File: config.mk
export PLATFORM = sky130hd
export DESIGN_NAME = lab5_control_flat
export DESIGN_NICKNAME = d
export VERILOG_FILES = /design/src/rtl/lab5_control_if.sv /design/src/rtl/lab5_control.sv /design/src/flat_wrapper.sv
export SDC_FILE = /design/constraint.sdc
export NUM_CORES = 1
export LEC_CHECK = 0
export ABC_CLOCK_PERIOD_IN_PS = 1700
export CORE_MARGIN = 2
export CORE_UTILIZATION = 50
export CTS_BUF_LIST = sky130_fd_sc_hd__clkbuf_8
export CTS_CLUSTER_DIAMETER = 80
export DETAILED_ROUTE_END_ITERATION = 10
export GPL_ROUTABILITY_DRIVEN = 0
export GPL_TIMING_DRIVEN = 0
export PLACE_DENSITY = 0.8
export SYNTH_ARGS = -nofsm -noshare
export SYNTH_HDL_FRONTEND = slang
export SYNTH_SLANG_ARGS = --single-unit
File: constraint.sdc
create_clock -name clk -period 1.7 [get_ports clk]
set_input_delay 0.17 -clock clk [delete_from_list [all_inputs] [get_ports clk]]
set_output_delay 0.17 -clock clk [all_outputs]
set_load 0.02 [all_outputs]
File: src/rtl/lab5_control_if.sv
// Bus between the list-traversal controller, its datapath and the host:
// datapath control (addr_sel/wr_en/alu_op/ram_zero) plus the start/busy/done status handshake.
interface lab5_control_if;
    logic       start;
    logic       ram_zero;
    logic       addr_sel;
    logic       wr_en;
    logic [3:0] alu_op;
    logic       busy;
    logic       done;
    logic       error;
    logic [7:0] node_count;

    modport master (
        input  start, ram_zero,
        output addr_sel, wr_en, alu_op, busy, done, error, node_count
    );

    modport slave (
        output start, ram_zero,
        input  addr_sel, wr_en, alu_op, busy, done, error, node_count
    );
endinterface

File: src/rtl/lab5_control.sv
// Linked-list accumulator controller: walks the list from address 0, issuing CLR/ADD/LDPTR
// to the datapath, and stops on a zero next pointer or after MAX_NODES nodes (error).
module lab5_control #(
    parameter int         READ_LAT  = 1,
    parameter int         MAX_NODES = 255,
    parameter logic [3:0] OP_NOP    = 4'h0,
    parameter logic [3:0] OP_CLR    = 4'h1,
    parameter logic [3:0] OP_ADD    = 4'h2,
    parameter logic [3:0] OP_LDPTR  = 4'h3
) (
    input  logic           clk,
    input  logic           rst,
    lab5_control_if.master bus
);

    typedef enum logic [2:0] {
        S_IDLE, S_CLR, S_FETCH_D, S_ADD, S_FETCH_N, S_LINK, S_DONE
    } state_t;

    localparam logic [1:0] LAT_LAST  = 2'(READ_LAT - 1);
    localparam logic [7:0] NODE_LIMIT = 8'(MAX_NODES);

    state_t     state_reg, state_next;
    logic [1:0] lat_reg, lat_next;
    logic [7:0] node_count_reg, node_count_next;
    logic       error_reg, error_next;

    logic       addr_sel, wr_en, busy, done;
    logic [3:0] alu_op;

    always_ff @(posedge clk or negedge rst) begin
        if (!rst) begin
            state_reg      <= S_IDLE;
            lat_reg        <= 2'd0;
            node_count_reg <= 8'd0;
            error_reg      <= 1'b0;
        end else begin
            state_reg      <= state_next;
            lat_reg        <= lat_next;
            node_count_reg <= node_count_next;
            error_reg      <= error_next;
        end
    end

    always_comb begin
        state_next      = state_reg;
        lat_next        = lat_reg;
        node_count_next = node_count_reg;
        error_next      = error_reg;
        addr_sel        = 1'b0;
        wr_en           = 1'b0;
        alu_op          = OP_NOP;
        busy            = 1'b0;
        done            = 1'b0;

        case (state_reg)
            S_IDLE: begin
                if (bus.start) state_next = S_CLR;
            end
            S_CLR: begin
                busy            = 1'b1;
                alu_op          = OP_CLR;
                wr_en           = 1'b1;
                node_count_next = 8'd0;
                error_next      = 1'b0;
                lat_next        = 2'd0;
                state_next      = S_FETCH_D;
            end
            S_FETCH_D: begin
                busy = 1'b1;
                if (lat_reg == LAT_LAST) begin
                    lat_next   = 2'd0;
                    state_next = S_ADD;
                end else begin
                    lat_next = lat_reg + 2'd1;
                end
            end
            S_ADD: begin
                busy            = 1'b1;
                alu_op          = OP_ADD;
                wr_en           = 1'b1;
                node_count_next = node_count_reg + 8'd1;
                state_next      = S_FETCH_N;
            end
            S_FETCH_N: begin
                busy     = 1'b1;
                addr_sel = 1'b1;
                if (lat_reg == LAT_LAST) begin
                    lat_next   = 2'd0;
                    state_next = S_LINK;
                end else begin
                    lat_next = lat_reg + 2'd1;
                end
            end
            S_LINK: begin
                busy     = 1'b1;
                addr_sel = 1'b1;
                // A zero next pointer wins over the node limit: a list of exactly
                // MAX_NODES nodes still finishes cleanly.
                if (bus.ram_zero) begin
                    state_next = S_DONE;
                end else if (node_count_reg == NODE_LIMIT) begin
                    error_next = 1'b1;
                    state_next = S_DONE;
                end else begin
                    alu_op     = OP_LDPTR;
                    wr_en      = 1'b1;
                    state_next = S_FETCH_D;
                end
            end
            S_DONE: begin
                done       = 1'b1;
                state_next = S_IDLE;
            end
            default: state_next = S_IDLE;
        endcase
    end

    assign bus.addr_sel   = addr_sel;
    assign bus.wr_en      = wr_en;
    assign bus.alu_op     = alu_op;
    assign bus.busy       = busy;
    assign bus.done       = done;
    assign bus.error      = error_reg;
    assign bus.node_count = node_count_reg;

endmodule
File: src/flat_wrapper.sv
// flat-port wrapper written by rule: the top's interface ports become plain ports
module lab5_control_flat 
#(
    parameter int         READ_LAT  = 1,
    parameter int         MAX_NODES = 255,
    parameter logic [3:0] OP_NOP    = 4'h0,
    parameter logic [3:0] OP_CLR    = 4'h1,
    parameter logic [3:0] OP_ADD    = 4'h2,
    parameter logic [3:0] OP_LDPTR  = 4'h3
)
  (clk, rst, bus_start, bus_ram_zero, bus_addr_sel, bus_wr_en, bus_alu_op, bus_busy, bus_done, bus_error, bus_node_count);
  lab5_control_if bus_i ();
  input  logic clk;
  input  logic rst;
  input wire logic [$bits(bus_i.start)-1:0] bus_start;
  input wire logic [$bits(bus_i.ram_zero)-1:0] bus_ram_zero;
  output wire logic [$bits(bus_i.addr_sel)-1:0] bus_addr_sel;
  output wire logic [$bits(bus_i.wr_en)-1:0] bus_wr_en;
  output wire logic [$bits(bus_i.alu_op)-1:0] bus_alu_op;
  output wire logic [$bits(bus_i.busy)-1:0] bus_busy;
  output wire logic [$bits(bus_i.done)-1:0] bus_done;
  output wire logic [$bits(bus_i.error)-1:0] bus_error;
  output wire logic [$bits(bus_i.node_count)-1:0] bus_node_count;
  assign bus_i.start = bus_start;
  assign bus_i.ram_zero = bus_ram_zero;
  assign bus_addr_sel = bus_i.addr_sel;
  assign bus_wr_en = bus_i.wr_en;
  assign bus_alu_op = bus_i.alu_op;
  assign bus_busy = bus_i.busy;
  assign bus_done = bus_i.done;
  assign bus_error = bus_i.error;
  assign bus_node_count = bus_i.node_count;
  lab5_control #(.READ_LAT(READ_LAT), .MAX_NODES(MAX_NODES), .OP_NOP(OP_NOP), .OP_CLR(OP_CLR), .OP_ADD(OP_ADD), .OP_LDPTR(OP_LDPTR)) u_core (.clk(clk), .rst(rst), .bus(bus_i));
endmodule
**Yosys cells after proc, flatten, opt, wreduce, memory -nomap -nowiden**

Index checks and enable logic that the tools add are counted.

- Logic and storage cells: 50
- Flip-flop bits (word level): 14

- Eq/ne operators: 12
- Reductions and logical operators: 11
- $add $sub $neg: 2
- Multiplexer cells: 21

Operators with widths:

| kind | count |
|---|---|
| $pmux W3 S6 | 1 |
| $pmux W8 S2 | 1 |
| $mux W3 | 5 |
| $pmux W4 S3 | 1 |
| $eq A3 B3 Y1 const B | 3 |
| $add A8 B1 Y8 const B | 1 |
| $eq A8 B8 Y1 const B | 1 |
| $mux W1 | 7 |
| $eq A3 B2 Y1 const B | 2 |
| $ne A2 B1 Y1 const B | 3 |
| $reduce_and A3 Y1 | 2 |
| $reduce_bool A2 Y1 | 3 |
| $reduce_or A2 Y1 | 3 |
| $reduce_or A5 Y1 | 1 |
| $mux W2 | 2 |
| $mux W4 | 1 |
| $ne A2 B2 Y1 const B | 2 |
| $pmux W1 S2 | 2 |
| $pmux W2 S2 | 1 |
| $eq A3 B1 Y1 const B | 1 |
| $logic_not A3 Y1 | 1 |
| $add A2 B1 Y2 const B | 1 |
| $logic_not A2 Y1 | 1 |

**Logic depth before layout (Yosys ltp)**

- Word-level depth: 4
- Mapped depth: 5
- Gate-level depth less buffers: 5

**Worst setup path before layout**

OpenSTA, ideal clock, no wires.

- Kind: flip-flop to output port
- From: reg u_core.node_count_reg[0], in the netlist u_core.bus.node_count[0]
- To: out bus_alu_op[1]
- Path slack: -0.162 ns
- Required time: 1.530 ns
- Arrival time: 1.692 ns
- Stages on the path, launching flop included: 5
- Cells stage by stage: dfrtp_1 ha_1 and3_1 and3_1 o31ai_1

- Longest elaborated chain between the ends: 4

Ends and longest elaborated chain:

| what | RTL line | RTL |
|---|---|---|
| start: declaration | lab5_control.sv:25 | `logic [7:0] node_count_reg, node_count_next;` |
| start signal: assignment | lab5_control.sv:40 | `node_count_reg <= node_count_next;` |
| $eq A8 B8 Y1 | lab5_control.sv:102 | `end else if (node_count_reg == NODE_LIMIT) begin` |
| $mux W2 | lab5_control.sv:102 |  |
| $mux W4 | lab5_control.sv:100 | `if (bus.ram_zero) begin` |
| $pmux W4 S3 | lab5_control.sv:56 | `case (state_reg)` |
| end: declaration | flat_wrapper.sv:19 | `output wire logic [$bits(bus_i.alu_op)-1:0] bus_alu_op;` |

Every way passes these cells.

**Final worst setup path**

Ends and elaborated chain as after synthesis.

==> flow_metrics.tcl <==
set metrics [dict create \
    syn-cell-area_um2 876 \
    synth.distinct_cells 33 \
    finalHoldViolCount 0 \
    largest_reg_flops 8 \
    drv_cap 0 \
    grt_pass1_wl_um 3240 \
    synth_common_cells "dfrtp_1, nand2_1, nand2b_1, o21ai_0" \
    fin_hold_ws_ps 321 \
    synth-edff-count 0 \
    crit_required_ps 1530 \
    vias 842 \
    async_reset_ff_share_pct 100 \
    status "finished, final reports clean" \
    fin_nets 136 \
    tns_ps 0 \
    synth_area_leaders "dfrtp_1, nand2_1, ha_1" \
    cts.sinks 14 \
    cts_tree "yes" \
    routedWlPerCell_um 14.1 \
    drive_gt1_share_pct 22.0 \
    powerDensity_mw_per_mm2 1510 \
    clkPwrFrac_pct 15.4 \
    finalClockSkew_ps 2.12 \
    synth_top_area_share_pct 40.0 \
    finalCritPeriodShare_pct 97.4 \
    yosysWarnings 0 \
    cts_buffer_depth 2 \
    p_seq_share_pct 30.5 \
    tightest_slew_ps 632 \
    drtIter0Drc 11 \
    fin_util_pct 68.9 \
    ir_worst_vdd_mv 0.897 \
    post-dp-hpwl_um 1360 \
    internal-power_w 0.000992 \
    ys_ff_latch 14 \
    fin_total_pwr_w 0.00176 \
    path_class "register to output pin" \
    core_area_mm2 0.00169 \
    row_count 15 \
    grt-ovfl-total 0 \
    dieHeight_um 45.9 \
    synth.largest_area_cell "dfrtp_1" \
    area_delta_synth_final_pct 32.9 \
    leakage_nw 0.523 \
    io_pins 21 \
    yosysSeqAreaShare_pct 40.0 \
    period_minus_slack_ps 1660 \
    antenna_cells 0 \
    grt_antenna_before_repair 0 \
    hold_path_class "input port to asynchronous set/reset pin" \
    clock_latency_ps 240 \
    first_global_vias 725 \
    switching_share_pct 43.6 \
    wl_um 2040 \
    cts_hold_buf 0 \
    drc_errors 0 \
    grt_max_degree 15 \
    ys_dominant_reg_cell "dfrtp_1" \
    drt-pass1-iter-count 4 \
    yosysMostFrequentCell "dfrtp_1" \
    clock-root-buffer "clkbuf_8" \
    avgSynthCellArea_um2 8.67 \
    start_util_pct 51.9 \
    setup_viol 0 \
    cp_max_fo 4 \
    h-tree-depth 1 \
    max_freq_mhz 604 \
    avgViaCountPerCell 5.85 \
    maxSlewViolCount 0 \
    pwr-share-comb_pct 54.2 \
    ant_nets 0 \
    critical_path.endpoint_type "output pin" \
    io_buffer_count 18 \
    grt_usage_pct 21.3 \
    clk_pin_slew_ps 60 \
    dieArea_mm2 0.00210 \
    cts_buffers 3 \
    p_sw_w 0.000768 \
    arrival_ps 1490 \
    max_slew_margin_pct 57.7 \
    synth_cells 101 \
    die_width_um 45.9 \
    crit_path_start_kind "register" \
]
stage by stage:
step / setup WS (ps) / instances / cell area (um2)
global placement: -403 / 137 / 1090
floorplan: 37.3 / 102 / 893
CTS: 15.6 / 142 / 1160
detailed placement: -418 / 137 / 1090
global route: -1.14 / 144 / 1160
finish: 44.7 / 144 / 1160
area by class of cell:
type                    count  area, um2
well taps                  17       21.3
flip-flops and latches     14        350
plain buffers               7       43.8
clock buffers               3       41.3
fillers                   144        526
multi-input cells          76        499
inverters                   5       18.8
repair buffers             22        189
power groups by stage:
| stage | clock network, W | logic [W] | registers [W] |
|---|---|---|---|
| 3_3_place_gp | 0 | 0.000916 | 0.000543 |
| 4_1_cts | 0.000273 | 0.000956 | 0.000530 |
| 2_1_floorplan | 0 | 0.000583 | 0.000569 |
| 6_report | 0.000270 | 0.000953 | 0.000537 |
| 3_5_place_dp | 0 | 0.000937 | 0.000545 |
| 5_1_grt | 0.000286 | 0.00107 | 0.000551 |
cell families after synthesis:
group	after synthesis	share of synthesized area, %
buffers and inverters	12	6.43
AO/OA/AOI/OAI	26	18.4
multiplexers	3	3.57
adder cells (fa/ha/maj)	3	4.29
AND/OR/NAND/NOR	42	26.9
flip-flops	14	40.0
other	1	0.428
layer usage:
| layer | share of wire, % | vias up | GRT usage, % | wire (um) |
|---|---|---|---|---|
| met4 | 0.83 | 0 | 6.86 | 17 |
| met5 | 0 | - | 0 | 0 |
| met1 | 47 | 400 | 29.0 | 965 |
| li1 | - | 414 | - | - |
| met3 | 4.3 | 4 | 3.97 | 88 |
| met2 | 47 | 24 | 33.6 | 965 |
worst paths after layout:
kind | start | end | slack, ps | depth (start not counted)
setup / recovery | u_core.bus.node_count[0] | bus_alu_op[1] | 40 | 5
hold / removal | rst | u_core.state_reg[1] | 320 | 1
setup reg to reg | u_core.state_reg[2] | u_core.bus.node_count[5] | 270 | 3
hold reg to reg | u_core.bus.node_count[6] | u_core.bus.node_count[6] | 570 | 2
max in group asynchronous | rst | u_core.lat_reg[1] | 970 | 1
min in group clk | u_core.bus.node_count[6] | u_core.bus.node_count[6] | 570 | 2
layout by cell type, fill, tap and decap left out, types with 3 or more instances in the layout:
cell,n
a21oi_1,5
or4_1,3
o21ai_0,6
dfrtp_1,14
nand2b_1,6
buf_4,9
inv_1,4
clkbuf_2,4
nand2_1,12
clkbuf_8,3
o211ai_1,3
clkdlybuf4s50_1,12
o21ai_1,3
or3_1,4
nand3_1,5
o22ai_1,3
timing repair:
| action | in CTS | in global routing |
|---|---|---|
| setup endpoints to repair | 6 | 4 |
| setup buffers | 2 | 2 |
| pin swaps | 2 | 1 |
| gates resized for setup | 24 | 8 |
| gates cloned | 0 | 0 |
critical path, stage by stage, from the launching register on:
cell     delay [ps]
dfrtp_1         380
ha_2            210
and3_4          150
and3_4          180
o31ai_4         170
buf_6           140
Note: power is estimated with default switching activity, not from simulation.
